$ cat config.mk
export PLATFORM = sky130hd
export DESIGN_NAME = fir_feeder
export DESIGN_NICKNAME = d
export VERILOG_FILES = /design/src/rtl/fir_pkg.sv /design/src/rtl/sat_counter.sv /design/src/rtl/fir_feeder.sv
export SDC_FILE = /design/constraint.sdc
export NUM_CORES = 1
export LEC_CHECK = 0
export CORE_UTILIZATION = 41
export CTS_BUF_LIST = sky130_fd_sc_hd__clkbuf_16
export CTS_CLUSTER_SIZE = 12
export DETAILED_ROUTE_END_ITERATION = 8
export PLACE_DENSITY = 0.75
export SLEW_MARGIN = 10
export SYNTH_ARGS = -nofsm -noshare
export SYNTH_HDL_FRONTEND = slang
export SYNTH_SLANG_ARGS = --single-unit
$ cat constraint.sdc
create_clock -name clk -period 2.1 [get_ports clk]
set_clock_uncertainty 0.15 [all_clocks]
set_input_delay 0.21 -clock clk [delete_from_list [all_inputs] [get_ports clk]]
set_output_delay 0.21 -clock clk [all_outputs]
set_load 0.01 [all_outputs]
$ cat src/rtl/fir_pkg.sv
// ============================================================================
// Module   : fir_pkg
// Brief    : Shared filter geometry and feeder state encoding.
// Revision : 1.0
// ============================================================================
`default_nettype none

package fir_pkg;

    localparam int TAPS        = 16;
    localparam int FIRE_CYCLES = 4;

    typedef enum logic [2:0] {
        ST_IDLE  = 3'd0,
        ST_SHIFT = 3'd1,
        ST_FIRE  = 3'd2,
        ST_WAIT  = 3'd3,
        ST_OUT   = 3'd4
    } feeder_state_e;

    // Bits needed to hold the values 0..limit inclusive.
    function automatic int cnt_width(input int limit);
        return $clog2(limit + 1);
    endfunction

endpackage

`default_nettype wire

$ cat src/rtl/sat_counter.sv
// ============================================================================
// Module   : sat_counter
// Brief    : Up-counter that stops at LIMIT; clr and inc together yields 1.
// Revision : 1.0
// ============================================================================
`default_nettype none

module sat_counter #(
    parameter int WIDTH = 5,
    parameter int LIMIT = 16
) (
    input  logic             clk,
    input  logic             rst,
    input  logic             inc_i,
    input  logic             clr_i,
    output logic [WIDTH-1:0] cnt_o
);

    logic [WIDTH-1:0] cnt_q;
    logic [WIDTH-1:0] cnt_d;
    logic [WIDTH-1:0] cnt_base;

    always_comb begin
        cnt_base = clr_i ? '0 : cnt_q;
        cnt_d    = cnt_base;
        if (inc_i && (cnt_base != WIDTH'(LIMIT))) begin
            cnt_d = cnt_base + 1'b1;
        end
    end

    always_ff @(posedge clk or posedge rst) begin
        if (rst) begin
            cnt_q <= '0;
        end else begin
            cnt_q <= cnt_d;
        end
    end

    assign cnt_o = cnt_q;

endmodule

`default_nettype wire

$ cat src/rtl/fir_feeder.sv
// ============================================================================
// Module   : fir_feeder
// Brief    : Feeds coefficients/samples into a FIR filter and returns results.
//            Optional WAIT timeout enabled by macro FIR_FEEDER_TIMEOUT_EN.
// Revision : 1.0
// ============================================================================
`default_nettype none

module fir_feeder #(
    parameter int TAPS        = fir_pkg::TAPS,
    parameter int FIRE_CYCLES = fir_pkg::FIRE_CYCLES,
    parameter int TIMEOUT     = 32
) (
    input  logic        clk,
    input  logic        rst,
    input  logic        s_valid,
    output logic        s_ready,
    input  logic [15:0] s_data,
    input  logic        s_is_coef,
    output logic        fir_wind,
    output logic        fir_load,
    output logic        fir_in_valid,
    output logic [15:0] fir_data,
    input  logic        fir_out_valid,
    input  logic [15:0] fir_out,
    output logic        m_valid,
    output logic [15:0] m_data,
    input  logic        m_ready,
    output logic        coef_ok,
    output logic        err
);

    import fir_pkg::*;

    localparam int CW = cnt_width(TAPS);
    localparam int FW = cnt_width(FIRE_CYCLES);

    localparam logic [2:0] S_IDLE  = ST_IDLE;
    localparam logic [2:0] S_SHIFT = ST_SHIFT;
    localparam logic [2:0] S_FIRE  = ST_FIRE;
    localparam logic [2:0] S_WAIT  = ST_WAIT;
    localparam logic [2:0] S_OUT   = ST_OUT;

    logic [2:0]    state_q, state_d;
    logic          s_ready_q, s_ready_d;
    logic          fir_wind_q, fir_wind_d;
    logic          fir_load_q, fir_load_d;
    logic          fir_in_valid_q, fir_in_valid_d;
    logic [15:0]   fir_data_q, fir_data_d;
    logic [FW-1:0] fire_cnt_q, fire_cnt_d;
    logic          m_valid_q, m_valid_d;
    logic [15:0]   m_data_q, m_data_d;
    logic [CW-1:0] coef_cnt, samp_cnt;
    logic          accept;
    logic          restart;

    assign accept  = s_valid && s_ready_q;
    // A coefficient arriving on a complete set starts a fresh set and window.
    assign restart = accept && s_is_coef && coef_ok;
    assign coef_ok = (coef_cnt == CW'(TAPS));

    sat_counter #(.WIDTH(CW), .LIMIT(TAPS)) u_coef_cnt (
        .clk   (clk),
        .rst   (rst),
        .inc_i (accept && s_is_coef),
        .clr_i (restart),
        .cnt_o (coef_cnt)
    );

    sat_counter #(.WIDTH(CW), .LIMIT(TAPS)) u_samp_cnt (
        .clk   (clk),
        .rst   (rst),
        .inc_i (accept && !s_is_coef),
        .clr_i (restart),
        .cnt_o (samp_cnt)
    );

`ifdef FIR_FEEDER_TIMEOUT_EN
    localparam int TW = cnt_width(TIMEOUT);
    logic [TW-1:0] wait_cnt_q, wait_cnt_d;
    logic          err_q, err_d;
`else
    logic unused_timeout;
    assign unused_timeout = (TIMEOUT > 0);
`endif

    always_comb begin
        state_d        = state_q;
        fir_wind_d     = 1'b0;
        fir_load_d     = 1'b0;
        fir_data_d     = '0;
        fir_in_valid_d = 1'b0;
        fire_cnt_d     = fire_cnt_q;
        m_valid_d      = m_valid_q;
        m_data_d       = m_data_q;
`ifdef FIR_FEEDER_TIMEOUT_EN
        wait_cnt_d     = wait_cnt_q;
        err_d          = err_q;
`endif
        case (state_q)
            S_IDLE: begin
                if (accept) begin
                    fir_data_d = s_data;
                    fir_wind_d = s_is_coef;
                    fir_load_d = !s_is_coef;
                    state_d    = S_SHIFT;
                end
            end
            S_SHIFT: begin
                if (fir_load_q && (samp_cnt == CW'(TAPS)) && coef_ok) begin
                    state_d        = S_FIRE;
                    fir_in_valid_d = 1'b1;
                    fire_cnt_d     = '0;
                end else begin
                    state_d = S_IDLE;
                end
            end
            S_FIRE: begin
                if (fire_cnt_q == FW'(FIRE_CYCLES - 1)) begin
                    state_d = S_WAIT;
`ifdef FIR_FEEDER_TIMEOUT_EN
                    wait_cnt_d = '0;
`endif
                end else begin
                    fir_in_valid_d = 1'b1;
                    fire_cnt_d     = fire_cnt_q + 1'b1;
                end
            end
            S_WAIT: begin
                if (fir_out_valid) begin
                    m_data_d  = fir_out;
                    m_valid_d = 1'b1;
                    state_d   = S_OUT;
                end
`ifdef FIR_FEEDER_TIMEOUT_EN
                else if (wait_cnt_q == TW'(TIMEOUT - 1)) begin
                    err_d   = 1'b1;
                    state_d = S_IDLE;
                end else begin
                    wait_cnt_d = wait_cnt_q + 1'b1;
                end
`endif
            end
            S_OUT: begin
                if (m_ready) begin
                    m_valid_d = 1'b0;
                    state_d   = S_IDLE;
                end
            end
            default: state_d = S_IDLE;
        endcase
        s_ready_d = (state_d == S_IDLE);
    end

    always_ff @(posedge clk or posedge rst) begin
        if (rst) begin
            state_q        <= S_IDLE;
            s_ready_q      <= 1'b0;
            fir_wind_q     <= 1'b0;
            fir_load_q     <= 1'b0;
            fir_in_valid_q <= 1'b0;
            fir_data_q     <= '0;
            fire_cnt_q     <= '0;
            m_valid_q      <= 1'b0;
            m_data_q       <= '0;
        end else begin
            state_q        <= state_d;
            s_ready_q      <= s_ready_d;
            fir_wind_q     <= fir_wind_d;
            fir_load_q     <= fir_load_d;
            fir_in_valid_q <= fir_in_valid_d;
            fir_data_q     <= fir_data_d;
            fire_cnt_q     <= fire_cnt_d;
            m_valid_q      <= m_valid_d;
            m_data_q       <= m_data_d;
        end
    end

`ifdef FIR_FEEDER_TIMEOUT_EN
    always_ff @(posedge clk or posedge rst) begin
        if (rst) begin
            wait_cnt_q <= '0;
            err_q      <= 1'b0;
        end else begin
            wait_cnt_q <= wait_cnt_d;
            err_q      <= err_d;
        end
    end
    assign err = err_q;
`else
    assign err = 1'b0;
`endif

    assign s_ready      = s_ready_q;
    assign fir_wind     = fir_wind_q;
    assign fir_load     = fir_load_q;
    assign fir_in_valid = fir_in_valid_q;
    assign fir_data     = fir_data_q;
    assign m_valid      = m_valid_q;
    assign m_data       = m_data_q;

endmodule

`default_nettype wire

== Yosys cells after proc, flatten, opt, wreduce, memory -nomap -nowiden ==
Cells that the tools add are included.
Widths: inputs -> output; s select.

* Register bits after elaboration: 53
* Bits in latches: 0
* RAM bits: 0
* Bits in read-only memories: 0
* Bits of input ports: 38
* Output and inout port bits: 39
* Word-level logic and storage cells: 68
* Memories kept: 0

* $add $sub $neg: 3
* $mul: 0
* Div/mod/pow operators: 0
* Magnitude comparators: 0
* Eq/ne operators: 13
* Shifts and indexed selects: 0
* Mux-type cells: 25
* Bitwise gates (word level): 0
* Reductions and logical operators: 16

{| class="wikitable"
|+ Operator list
! operator !! count
|-
| $mux 16 || 2
|-
| $mux 5 || 4
|-
| $mux 3 || 6
|-
| $pmux 3 s5 || 1
|-
| $add 5x1->5 const B || 2
|-
| $eq 5x5->1 const B || 2
|-
| $ne 5x5->1 const B || 2
|-
| $eq 3x2->1 const B || 3
|-
| $logic_and 1x1->1 || 8
|-
| $mux 1 || 8
|-
| $ne 2x2->1 const B || 4
|-
| $logic_not 3->1 || 2
|-
| $pmux 3 s2 || 1
|-
| $reduce_and 3->1 || 2
|-
| $pmux 1 s2 || 2
|-
| $reduce_bool 2->1 || 2
|-
| $add 3x1->3 const B || 1
|-
| $eq 3x1->1 const B || 1
|-
| $eq 3x3->1 const B || 1
|-
| $mux 2 || 1
|-
| $reduce_and 2->1 || 1
|-
| $logic_not 1->1 || 1
|}

== Depth between registers and ports, before layout ==
* Depth in word-level cells: 7
* Gate-level depth with buffers: 10
* Gate-level depth less buffers: 9

== Modules after synthesis ==
A second synthesis with hierarchy kept.

* Cell total of the unflattened synthesis: 190
* Area total of the unflattened synthesis: 2343.5 um^2

{| class="wikitable"
|+ By module, submodules not included
! module !! instances !! cells an instance !! area an instance (um^2) !! sequential area each (um^2)
|-
| fir_feeder || 1 || 123 || 1736.7 || 1076.0
|-
| sat_counter at u_samp_cnt || 1 || 34 || 315.3 || 125.1
|-
| sat_counter at u_coef_cnt || 1 || 33 || 291.5 || 125.1
|}

== Worst setup path after synthesis ==
OpenSTA, ideal clock, no wires.

* Path kind: register to register
* From: register u_coef_cnt.cnt_q[0] (netlist: u_coef_cnt.cnt_o[0])
* To: register u_samp_cnt.cnt_q[1] (netlist: u_samp_cnt.cnt_o[1])
* Library setup time: 0.083 ns
* Data arrival time: 1.917 ns
* Data required time: 1.867 ns
* Slack: -0.050 ns
* Cell stages (with the launch flop): 11
* Buffers on the path: 1
* Period minus slack after synthesis: 2.150 ns
* Path through: dfrtp_1 inv_1 ha_1 nor4bb_1 buf_2 a21oi_1 inv_1 ha_1 nand4bb_1 mux2_2 o22ai_1

* Longest elaborated chain between the ends: 6
* Elaborated cells between the ends (all ways): 7
* Those cells by class: add/sub (1); eq/ne (2); mux (2); reduce/logical (2)

{| class="wikitable"
|+ RTL lines
! item !! line !! RTL
|-
| from (decl) || sat_counter.sv:19 || <nowiki>logic [WIDTH-1:0] cnt_q;</nowiki>
|-
| from (signal assigned) || sat_counter.sv:35 || <nowiki>cnt_q <= cnt_d;</nowiki>
|-
| $eq 5x5->1 (*) || fir_feeder.sv:60 || <nowiki>assign coef_ok = (coef_cnt == CW'(TAPS));</nowiki>
|-
| net coef_ok || fir_feeder.sv:29 || <nowiki>output logic coef_ok,</nowiki>
|-
| $logic_and 1x1->1 (*) || fir_feeder.sv:59 || <nowiki>assign restart = accept && s_is_coef && coef_ok;</nowiki>
|-
| $mux 5 (*) || sat_counter.sv:24 || <nowiki>cnt_base = clr_i ? '0 : cnt_q;</nowiki>
|-
| branches (longest 2 deep; another with $add 5x1->5) || -- ||
|-
| $mux 5 (*) || sat_counter.sv:26 || <nowiki>if (inc_i && (cnt_base != WIDTH'(LIMIT))) begin</nowiki>
|-
| net u_samp_cnt.cnt_d[1] || sat_counter.sv:20 || <nowiki>logic [WIDTH-1:0] cnt_d;</nowiki>
|-
| to (signal assigned) || sat_counter.sv:35 ||
|-
| to (decl) || sat_counter.sv:19 ||
|}

Mark *: on every way through the listed nets, which the timed path passes.
A chain may end at the register's enable or synchronous reset.

== Worst setup path after layout ==
* From: register u_coef_cnt.cnt_q[0] (netlist: u_coef_cnt.cnt_o[0])
* To: register u_samp_cnt.cnt_q[0] (netlist: u_samp_cnt.cnt_o[0])

* Longest elaborated chain between the ends: 6
* Elaborated cells between the ends (all ways): 7
* Those cells by class: add/sub (1); eq/ne (2); mux (2); reduce/logical (2)

{| class="wikitable"
|+ RTL lines
! item !! line
|-
| $eq 5x5->1 (*) || fir_feeder.sv:60
|-
| $logic_and 1x1->1 (*) || fir_feeder.sv:59
|-
| $mux 5 (*) || sat_counter.sv:24
|-
| branches (longest 2 deep; another with $add 5x1->5) || --
|-
| $mux 5 (*) || sat_counter.sv:26
|-
| net u_samp_cnt.cnt_d[0] || sat_counter.sv:20
|}

Marked as above.

==> metrics.md <==
| Metric | Value |
|---|---|
| Mapped Area | ~2400 sq um |
| Detailed Place HPWL | 3.46 mm |
| First-pass GRT wire length | approximately 8.3 mm |
| Critical-path cell list | inv_2 -> ha_4 -> nor4bb_4 -> buf_4 -> a21oi_4 -> inv_2 -> ha_4 -> nand4bb_1 -> buf_4 -> mux2i_1 -> o22ai_1 |
| Fmax | ~490 MHz |
| Mapped Cells | approximately 180 |
| Worst Path Required | around 2.1 ns |
| Seq cells post-synth | 53 |
| Critical path class | reg2reg |
| EDFF count, synth | 0 |
| Seq/Total Area, Yosys | between 50% and 60% |
| Final Cycle Share | between 90% and 100% |
| Clock Pin Slew Worst Setup and Hold Paths | approximately 0.070 ns |
| Post-Synthesis Net Count | about 230 |
| Vias | roughly 1.7k |
| Layout area overhead | 47.5% |
| Total power | ~0.0036 W |
| Cell row count | 27 |
| R2r worst-path depth | 11 |
| Syn Area/Cell | approximately 13 sq um |
| Worst-Margin Slew | around 0.57 ns |
| DR WL/cell | 14.2 microns |
| Switch share | between 20 and 30% |
| Total gr overflow | 0 |
| Fraction of layout instances using a drive strength above 1 | 23.3% |
| TritonRoute pass-1 iters | 4 |
| Distinct cells, synth | between 40 and 50 |
| Num CTS Buffers | 5 |
| Pwr Density | roughly 1000 nW/um^2 |
| Post-Route Setup TNS | 0 ns |
| Post-layout util | 63.4% |
| CP max stage delay | roughly 0.36 ns |
| CP max stage cell | dfrtp_1 |
| GPL Wtd Cong | about 0.74 |
| Non-Filler Instances | 347 |
| Clock power frac | between 20% and 30% |
| Routed wire length | 4.92 mm |
| Post-layout nets | roughly 320 |
| Seq pwr share | about 41% |
| PortBufs | 75 |
| Initial antenna violation count | 0 |
| Most common cell after layout, fill and taps aside | clkdlybuf4s50_1 |
| Logic pwr share | between 30 and 40% |
| Clock root buffer master | clkbuf_16 |
| Initial DRC count | 62 |
| Initial core utilization | a little over two fifths |
| CTS tree | yes |
| GRT Util Overall | around 17% |
| Clk sinks | 53 |
| Vias in the first global route | 1757 |
| Worst IR drop on VDD | between 0.4 and 0.5 mV |
| Cell-internal power | 0.00254 W |
| DRC Markers | 0 |
| Max Cap Viol | 0 |
| Core box area | roughly 5600 sq um |
| Pleak | 1.64 nW |
| Die Y | between 70 and 80 microns |
| Worst Setup End Kind | flip-flop |
| Worst Path Max Fanout | 3 |
| Final Slew Violations | 0 |
| Largest net degree at the start of global routing | 36 |
| CP Launch Type | flip-flop |
| Fin crit period | roughly 2 ns |
| Sw power | between 0.001 and 0.0015 W |
| Primary FF master, synth | dfrtp_1 |
| Placed Instances | 337 |
| Total number of yosys warnings | 0 |
| Most frequent cells in the layout | 74 x clkdlybuf4s50_1, 53 x dfrtp_1, 17 x and2_1, 16 x buf_4, 11 x inv_1 |
| Clk buf depth | 2 |
| Arr. time, crit path | approximately 2.1 ns |
| Final setup fails | 0 |
| Vias per inst | 4.95 |
| Hold Crit Class | in2async |
| Skew-Pair Late Insertion Delay | around 0.28 ns |
| Slew HR | between 60% and 70% |
| Hold Vio Cnt, Final | 0 |
| Antenna Nets Post-Route | 0 |
| # IOs | a little under 80 |
| Async S/R FF share, synth | between 90% and 100% |
| Die X | approximately 78 microns |
| ANT cells | 0 |
| Number of H-tree levels | 2 |
| Die Area | between 6000 and 7000 sq um |
| Status | finished, final reports clean |
[registers in the layout, summed over array words and instances, names as in the netlist]
signal and cells:
m_data 16, fir_wind 1, m_valid 1, s_ready 1, fir_data 16, fire_cnt_q 3
state_q 3, u_coef_cnt.cnt_o 5, fir_in_valid 1, u_samp_cnt.cnt_o 5, fir_load 1
[synth_stat cells, drive strengths merged, types with 2 or more instances]
| library cell | count | area, sq um |
|---|---|---|
| a21oi | 4 | 20.0 |
| and2 | 17 | 106 |
| and3b | 3 | 26.3 |
| buf | 7 | 58.8 |
| clkbuf | 2 | 7.51 |
| dfrtp | 53 | 1330 |
| ha | 6 | 75.1 |
| inv | 16 | 60.1 |
| mux2 | 19 | 251 |
| mux2i | 4 | 40.0 |
| nand2 | 7 | 26.3 |
| nand3 | 6 | 30.0 |
| nand3b | 2 | 15.0 |
| nand4 | 2 | 12.5 |
| nor4 | 2 | 27.5 |
| nor4b | 3 | 47.5 |
| nor4bb | 2 | 20.0 |
| o21ai | 2 | 10.0 |
| o22ai | 5 | 31.3 |
| xnor2 | 2 | 17.5 |
[critical path, delay by kind of cell, from the launching register on]
kind	cells	cell delay, ns
compound gates	2	0.24
fa+ha+maj	2	0.30
buf+inv	4	0.42
flops	1	0.36
mux	1	0.17
simple gates	2	0.26
[final timing paths]
path                                          start             endpoint  slack [ns]
worst max-delay path            u_coef_cnt.cnt_o[0]  u_samp_cnt.cnt_o[0]        0.06
worst min-delay path                            rst            m_data[2]        0.08
worst max register to register  u_coef_cnt.cnt_o[0]  u_samp_cnt.cnt_o[0]        0.06
worst min register to register           m_data[12]           m_data[12]        0.36
max in group asynchronous                       rst  u_coef_cnt.cnt_o[3]        1.20
min in group clk                         s_data[12]         fir_data[12]        0.32
[layout make-up]
class | count | area [sq um]
clock buffers | 5 | 125
clock inverters | 3 | 16.3
fillers | 454 | 2040
inverters | 16 | 60.1
multi-input cells | 106 | 1030
flip-flops and latches | 53 | 1330
well taps | 72 | 90.1
repair buffers | 92 | 890
[cell families (layout without fill, tap and decap cells)]
group / count (synthesis) / in the layout / synth area share, %
DFF: 53 / 53 / 55.4
and+or+nand+nor: 53 / 53 / 16.7
buffers and inverters: 25 / 116 / 5.27
other: 1 / 1 / 0.157
adders and majority gates: 6 / 6 / 3.13
AOI/OAI and AO/OA: 21 / 21 / 6.48
xor gates and xnor gates: 2 / 2 / 0.731
muxes: 23 / 23 / 12.2
[per-layer routing]
metal | part of all wire (%) | global-route usage, % | vias up
li1 | - | - | 822
met1 | 41 | 21.7 | 822
met2 | 46 | 25.7 | 64
met3 | 11 | 9.19 | 10
met4 | 1.8 | 5.56 | 0
met5 | 0 | 0 | -
[stage by stage]
step / setup slack, ns / hold WS [ns] / area (sq um)
final: 0.0620 / 0.0824 / 3530
after global routing: -0.0251 / 0.109 / 3530
after CTS: 0.00225 / 0.0986 / 3460
after detailed placement: -0.0117 / 0.343 / 3300
after global placement: 0.0478 / 0.337 / 3300
after floorplan: 0.0112 / 0.161 / 2410
[power by group through the flow]
stage	clock, W	sequential, W	combinational, W
2_1_floorplan	0	0.00154	0.000556
3_3_place_gp	0	0.00147	0.00119
3_5_place_dp	0	0.00148	0.00121
4_1_cts	0.000811	0.00147	0.00124
5_1_grt	0.000854	0.00152	0.00146
6_report	0.000785	0.00148	0.00135
[repair_timing]
item | 4_1_cts | 5_1_grt
hold buffers | 0 | 0
pin swaps | 2 | 3
resized for setup | 2 | 15
setup endpoints to repair | 2 | 5
endpoints found under the hold margin | 0 | 0
setup buffers | 1 | 1
Power figures use the tool's default switching activity.
